==> src/rtl/fifo_burst_reader.sv <==
// fifo_burst_reader: drains a commanded number of words from a lookahead FIFO
//   and presents them downstream as a registered valid/ready stream.
// Latency: the FIFO head word appears on data_o one cycle after its pop;
//   throughput is 1 word/cycle.
// Backpressure: no pop while the output register is full and stalled; an
//   empty FIFO stalls the burst with no timeout.
//
// Ports:
//   clk_i, reset_i              clock, synchronous active-high reset
//   cmd_v_i/cmd_len_i/cmd_ready_o  burst command (length 0..max_burst_p, larger is clamped)
//   fifo_rd_o/fifo_data_i/fifo_empty_i  FIFO read side (lookahead head word)
//   data_v_o/data_o/data_last_o/data_ready_i  output stream, last marks final beat
//   busy_o                      high while a burst is in progress
//   done_o                      one-cycle pulse when a burst completes
// Optional: define FIFO_BURST_READER_ABORT_EN to add abort_i / aborted_o, which
//   cancel an in-flight burst and leave unconsumed words in the FIFO.
module fifo_burst_reader #(
  parameter int data_width_p = 4,
  parameter int max_burst_p  = 16,
  localparam int LW          = $clog2(max_burst_p) + 1
) (
  input  logic                    clk_i,
  input  logic                    reset_i,
  input  logic                    cmd_v_i,
  input  logic [LW-1:0]           cmd_len_i,
  output logic                    cmd_ready_o,
  output logic                    fifo_rd_o,
  input  logic [data_width_p-1:0] fifo_data_i,
  input  logic                    fifo_empty_i,
  output logic                    data_v_o,
  output logic [data_width_p-1:0] data_o,
  output logic                    data_last_o,
  input  logic                    data_ready_i,
`ifdef FIFO_BURST_READER_ABORT_EN
  input  logic                    abort_i,
  output logic                    aborted_o,
`endif
  output logic                    busy_o,
  output logic                    done_o
);

  typedef enum logic [1:0] {IDLE, BURST, DRAIN} state_e;

  state_e                  state_r, state_n;
  logic [LW-1:0]           remaining_r, remaining_n;
  logic [data_width_p-1:0] data_r, data_n;
  logic                    data_v_r, data_v_n;
  logic                    data_last_r, data_last_n;
  logic                    done_r, done_n;
  logic [LW-1:0]           len_clamped;
  logic                    beat_acc;
  logic                    pop;

`ifdef FIFO_BURST_READER_ABORT_EN
  logic aborted_r, aborted_n;
  logic abort_act;

  // Abort only means something while a burst is in flight.
  assign abort_act = abort_i & (state_r != IDLE);
  assign aborted_o = aborted_r;
`endif

  // Oversized lengths are clamped rather than rejected.
  assign len_clamped = (cmd_len_i > LW'(max_burst_p)) ? LW'(max_burst_p) : cmd_len_i;

  assign beat_acc = data_v_r & data_ready_i;

  // Pop only into a free (or simultaneously emptying) output register; the
  // reset term keeps the FIFO untouched while reset is held mid-burst.
  assign pop = (state_r == BURST) & (remaining_r != '0) & ~fifo_empty_i &
               (~data_v_r | data_ready_i) & ~reset_i
`ifdef FIFO_BURST_READER_ABORT_EN
               & ~abort_act
`endif
               ;

  always_comb begin
    state_n     = state_r;
    remaining_n = remaining_r;
    data_n      = data_r;
    data_v_n    = data_v_r;
    data_last_n = data_last_r;
    done_n      = 1'b0;
`ifdef FIFO_BURST_READER_ABORT_EN
    aborted_n   = 1'b0;
`endif

    case (state_r)
      IDLE: begin
        if (cmd_v_i) begin
          remaining_n = len_clamped;
          if (len_clamped != '0) state_n = BURST;
          else                   done_n  = 1'b1;   // zero-length burst completes at once
        end
      end
      BURST: begin
        if (pop && remaining_r == LW'(1)) state_n = DRAIN;
      end
      DRAIN: begin
        if (beat_acc && data_last_r) begin
          state_n = IDLE;
          done_n  = 1'b1;
        end
      end
      default: state_n = IDLE;
    endcase

    // Pop refills the register even when the current beat leaves this cycle,
    // so a steady stream has no bubbles.
    if (pop) begin
      data_n      = fifo_data_i;
      data_v_n    = 1'b1;
      data_last_n = (remaining_r == LW'(1));
      remaining_n = remaining_r - LW'(1);
    end else if (beat_acc) begin
      data_v_n = 1'b0;
    end

`ifdef FIFO_BURST_READER_ABORT_EN
    // Abort wins over everything else; a beat accepted this cycle still counts.
    if (abort_act) begin
      state_n     = IDLE;
      data_v_n    = 1'b0;
      remaining_n = '0;
      done_n      = 1'b1;
      aborted_n   = 1'b1;
    end
`endif
  end

  always_ff @(posedge clk_i) begin
    if (reset_i) begin
      state_r     <= IDLE;
      remaining_r <= '0;
      data_r      <= '0;
      data_v_r    <= 1'b0;
      data_last_r <= 1'b0;
      done_r      <= 1'b0;
`ifdef FIFO_BURST_READER_ABORT_EN
      aborted_r   <= 1'b0;
`endif
    end else begin
      state_r     <= state_n;
      remaining_r <= remaining_n;
      data_r      <= data_n;
      data_v_r    <= data_v_n;
      data_last_r <= data_last_n;
      done_r      <= done_n;
`ifdef FIFO_BURST_READER_ABORT_EN
      aborted_r   <= aborted_n;
`endif
    end
  end

  // cmd_ready_o is forced high while reset is held, matching the idle state
  // the block is about to enter.
  assign cmd_ready_o = (state_r == IDLE) | reset_i;
  assign fifo_rd_o   = pop;
  assign data_v_o    = data_v_r;
  assign data_o      = data_r;
  assign data_last_o = data_last_r;
  assign busy_o      = (state_r != IDLE);
  assign done_o      = done_r;

endmodule
==> config.mk <==
export PLATFORM = sky130hd
export DESIGN_NAME = fifo_burst_reader
export DESIGN_NICKNAME = d
export VERILOG_FILES = /design/src/rtl/fifo_burst_reader.sv
export SDC_FILE = /design/constraint.sdc
export NUM_CORES = 1
export LEC_CHECK = 0
export CAP_MARGIN = 20
export CORE_MARGIN = 2
export CORE_UTILIZATION = 40
export CTS_BUF_LIST = sky130_fd_sc_hd__clkbuf_8 sky130_fd_sc_hd__clkbuf_16
export CTS_CLUSTER_SIZE = 30
export DETAILED_ROUTE_END_ITERATION = 12
export PLACE_DENSITY = 0.73
export SLEW_MARGIN = 20
export SYNTH_ARGS = -nofsm -noshare
export SYNTH_HDL_FRONTEND = slang
export SYNTH_SLANG_ARGS = --single-unit
export TNS_END_PERCENT = 50
==> constraint.sdc <==
create_clock -name clk_i -period 1.7 [get_ports clk_i]
set_input_delay 0.17 -clock clk_i [delete_from_list [all_inputs] [get_ports clk_i]]
set_output_delay 0.17 -clock clk_i [all_outputs]
set_load 0.02 [all_outputs]
Word-level counts from Yosys, hierarchy flattened
Cells that the tools add are included.
Storage, ports and cells
  output and inout bits: 10
  logic and storage cells: 51
  bits in registers: 14
  input bits: 14
Operators by class
  equal/unequal tests: 7
  muxes and demuxes: 15
  bitwise operators: 10
  $add $sub $neg: 1
  order comparisons: 1
  reduce and logical (&&, ||, !) cells: 11
Operators with widths (count)
  5-bit 2-to-1 mux: 4
  5-bit nonzero test: 2
  2-bit 2-to-1 mux: 4
  2-bit nonzero test: 4
  2-bit != test (second input constant): 3
  2-bit one-hot mux with 3 select lines: 1
  1-bit AND: 5
  5-bit by 1-bit == test with 1-bit output (second input constant): 1
  5-bit greater-than comparator (second input constant): 1
  1-bit 2-to-1 mux: 5
  5-bit by 1-bit subtractor with 5-bit output (second input constant): 1
  4-bit AND reduction: 1
  1-bit NOT: 3
  2-bit by 1-bit == test with 1-bit output (second input constant): 1
  2-bit == test (second input constant): 1
  1-bit logical AND: 2
  2-bit zero test: 1
  2-bit by 1-bit != test with 1-bit output (second input constant): 1
  1-bit OR: 2
  1-bit one-hot mux with 2 select lines: 1
  2-bit AND reduction: 1

Logic depth before layout (Yosys ltp)
  depth after elaboration: 8
  depth in mapped cells: 7
  depth with buffers taken out: 7

Worst setup path after synthesis
Ideal clock, no wire load.
  path type: reg-to-reg
  start point: reg remaining_r[0]
  end point: reg remaining_r[1]
  arrival: 1.700 ns
  clock period less this slack: 1.774 ns
  buffers on the path: 0
  library setup time: 0.074 ns
  stages on the path, launching flop included: 8
  required time: 1.626 ns
  setup slack: -0.074 ns
  cells stage by stage: dfxtp_1 -> inv_1 -> ha_1 -> or4b_1 -> nand3_2 -> inv_2 -> a211o_1 -> a31oi_1
Between the ends
  longest elaborated chain between the ends: 7
  elaborated cells between the ends (all ways): 10
  those cells by class: 1 x add/sub; 1 x mux; 4 x bitwise; 4 x reduce/logical
RTL lines
  start: declaration: RTL line 45  | logic [LW-1:0] remaining_r, remaining_n;
  start signal: assignment: RTL line 144  | remaining_r <= remaining_n;
  5-bit nonzero test *: RTL line 70  | assign pop = (state_r == BURST) & (remaining_r != '0) & ~fifo_empty_i &
  1-bit AND * (3 in a row): RTL line 70
  1-bit AND *: RTL line 71  | (~data_v_r | data_ready_i) & ~reset_i
  named net fifo_rd_o: RTL line 27  | output logic fifo_rd_o,
  2-bit nonzero test (no line)
  2-bit AND reduction (no line)
The timed path passes the listed nets; every way through them passes the cells marked *.
A chain may end at the register's enable or synchronous reset.

Final worst setup path
  start point: reg remaining_r[0]
  end point: reg remaining_r[1]
Between the ends
  longest elaborated chain between the ends: 7
  elaborated cells between the ends (all ways): 10
  those cells by class: 1 x add/sub; 1 x mux; 4 x bitwise; 4 x reduce/logical
RTL lines (RTL line)
  5-bit nonzero test: 70
  1-bit AND (3 in a row): 70
  1-bit AND: 71
  2-bit nonzero test (no line)
  2-bit AND reduction (no line)
Parallel ways exist; a longest one is shown, timed or not.

==> reports/metrics.csv <==
metric;value;unit
outcome;finished, violations left;
failing checks;setup timing;
biggest fanout along the worst timing path;7;
Sequential Power Share;37.9;%
Seq/Total Area, Yosys;35.5;%
DRC Markers;0;
CP Data Arrival Time;1.93;ns
Routed WL per cell;13.8;um
Hold WC Path Type;reg -> reg;
Max Buffers Root-to-Sink;2;
CTS root buffer;clkbuf_8;
largest net degree at the start of global routing;16;
Post-Syn Instances;89;
io pins;24;
WHS Endpoint;data_o[1];
number of max-cap violations;0;
TritonCTS clock tree;done;
number of flops mapped to enable cells by yosys;0;
GRT overflow;0;
Final WS setup;-0.0405;ns
commonest non-fill, non-tap cells in the layout;clkdlybuf4s50_1 (18), buf_4 (18), a21oi_1 (13);
Yosys reg bits;14;
ANT nets after route;0;
die area;2340;sq um
DR iter-0 viols;11;
Worst-Skew Late Latency;0.25;ns
fillers;163;
Pint;0.000672;W
HP Start;data_o[1];
RSZ-0062 raised after global routing;yes;
Comb power frac;25.6;%
Crit path required time;1.89;ns
DRT Wirelength;2.19;mm
Final period util;102;%
Via density;5.42;
cell breakdown of the critical path;inv_2, ha_4, or4b_4, nand3_4, inv_6, buf_6, a211o_1, a31oi_1;
# setup viols final;2;
Design Area, Final;1270;sq um
Ys Warns;0;
CORE AREA;1900;sq um
Cell Rows;16;
final core occ;67.0;%
detailed placement HPWL;1.63;mm
htree depth;1;
GRT Resource Usage Total;20.7;%
TritonCTS Buffers;3;
clock power share;36.5;%
Worst Tran Pin Value;0.369;ns
first-pass GRT wire length;3.76;mm
Post-DP Area;1180;sq um
CP Buf/Inv Count;3;
RR Endpoint;remaining_r[1];
hold_buf cts;0;
Syn Nets;106;
Post-Syn Area;790;sq um
ys async rst share;0;%
NetSw;0.000255;W
Crit. End Element;register;
initial antenna violation count;0;
Hold Crit Depth;2;
PortBufs;23;
Reg2Reg Setup Slack;-0.04;ns
Top delay family on crit path;simple AND/OR/NAND/NOR gates;
Critical-path top delay cell;or4b_4;
crit path kind;reg -> reg;
Post-CTS Setup Bufs;0;
post-synth cell types;34;
Slew headroom;74.8;%
vias in the first global route;831;
Most used DFF post-synth;dfxtp_1;
Peak VDD IR;530;uV
crit-path max cell delay;0.48;ns
fmax;0.575;GHz
worst r2r path cells;8;
Initial Utilization;41.5;%
area of the multi-input gates;504;sq um
worst hold slack;0.454;ns
Die Height;48.4;um
PwrDens;728;nW/um^2
routability cong.;0.924;
clk sinks;14;
Final nets;150;
via count;862;
FF/Latch Area;283;sq um
antenna cells;0;
LEAKAGE;0.490;nW
die width;48.4;um
Worst-path clk slew;0.06;ns
Avg Cell Area, Syn;8.87;sq um
area growth from synthesis to layout;61.3;%
Setup crit start kind;register;
Pre-antenna DRT Iters;4;
RR Startpoint;remaining_r[0];
max-slew violations;0;
minimum clock period;1.74;ns
Layout Skew;0.00482;ns
Sw Share;27.5;%
share of layout cells above drive strength 1;31.1;%
Fin. Hold Viols;0;
-- cells in the mapped netlist (3+ instances only) --
master / n / share of area (%)
dfxtp_1: 14 / 35
a21oi_1: 13 / 8.2
nand2_1: 10 / 4.8
inv_1: 6 / 2.9
nor2_1: 4 / 1.9
nor3_1: 4 / 2.5
a31oi_1: 3 / 2.4
ha_1: 3 / 4.8
nand3_1: 3 / 1.9
-- tightest hold or removal path, stage by stage, from the launching register on --
cell and delay, ns:
dfxtp_1 0.31, nand2_1 0.05, a21oi_1 0.05
-- cell families after synthesis --
logic type / count (synthesis) / synth area share, %
adders and majority gates: 3 / 4.75
buffers and inverters: 10 / 7.45
AOI/OAI and AO/OA: 27 / 23.8
DFF: 14 / 35.5
and+or+nand+nor: 35 / 28.5
-- area by class of cell --
class,instances,area share (%)
Multi-Input combinational cell,65,39.6
Timing Repair Buffer,42,28.8
Sequential cell,14,22.2
Clock buffer,4,4.32
Tap cell,27,2.65
Inverter,7,2.46
-- through the flow --
stage	setup slack, ns	instances	power (W)	TNS, ns
after floorplan	-0.00746	89	0.000469	-0.0151
after CTS	-0.0361	159	0.000929	-0.0665
final	-0.0405	159	0.000927	-0.0616
after global placement	-0.276	155	0.000572	-1.60
after detailed placement	-0.291	155	0.000577	-1.79
after global routing	-0.132	159	0.000971	-0.343
-- registers in the layout, indices dropped and copies added, names as in the netlist --
name         cells
data_v_o         1
data_o           4
done_o           1
data_last_o      1
remaining_r      5
state_r          2
-- what timing repair did --
item / CTS / global route
endpoints found under the hold margin: 0 / 0
endpoints found under the setup margin: 7 / 5
pin swaps: 3 / 1
resized for setup: 16 / 1
-- metal layers --
metal	vias up	part of all wire, %	track usage, %
met5	-	0	0
met4	0	2.3	10.5
met3	8	6.3	7.72
met2	31	50	34.7
met1	411	42	22.9
li1	412	-	-
-- worst max-delay path by stage --
stage / startpoint / endpoint / slack [ns] / depth (start not counted)
floorplan: state_r[1] / remaining_r[3] / -0.007 / 5
global placement: fifo_empty_i / remaining_r[4] / -0.28 / 5
detailed placement: fifo_empty_i / remaining_r[4] / -0.29 / 5
CTS: remaining_r[0] / remaining_r[1] / -0.04 / 8
global route: remaining_r[0] / remaining_r[1] / -0.13 / 8
finish: remaining_r[0] / remaining_r[1] / -0.04 / 8
-- power by group through the flow --
| stage | registers (W) | logic [W] | clock network [W] |
|---|---|---|---|
| 6_report | 0.000351 | 0.000238 | 0.000338 |
| 4_1_cts | 0.000351 | 0.000234 | 0.000345 |
| 2_1_floorplan | 0.000367 | 0.000102 | 0 |
| 3_5_place_dp | 0.000358 | 0.000219 | 0 |
| 5_1_grt | 0.000353 | 0.000256 | 0.000361 |
| 3_3_place_gp | 0.000357 | 0.000215 | 0 |
Note: power is estimated with default switching activity, not from simulation.
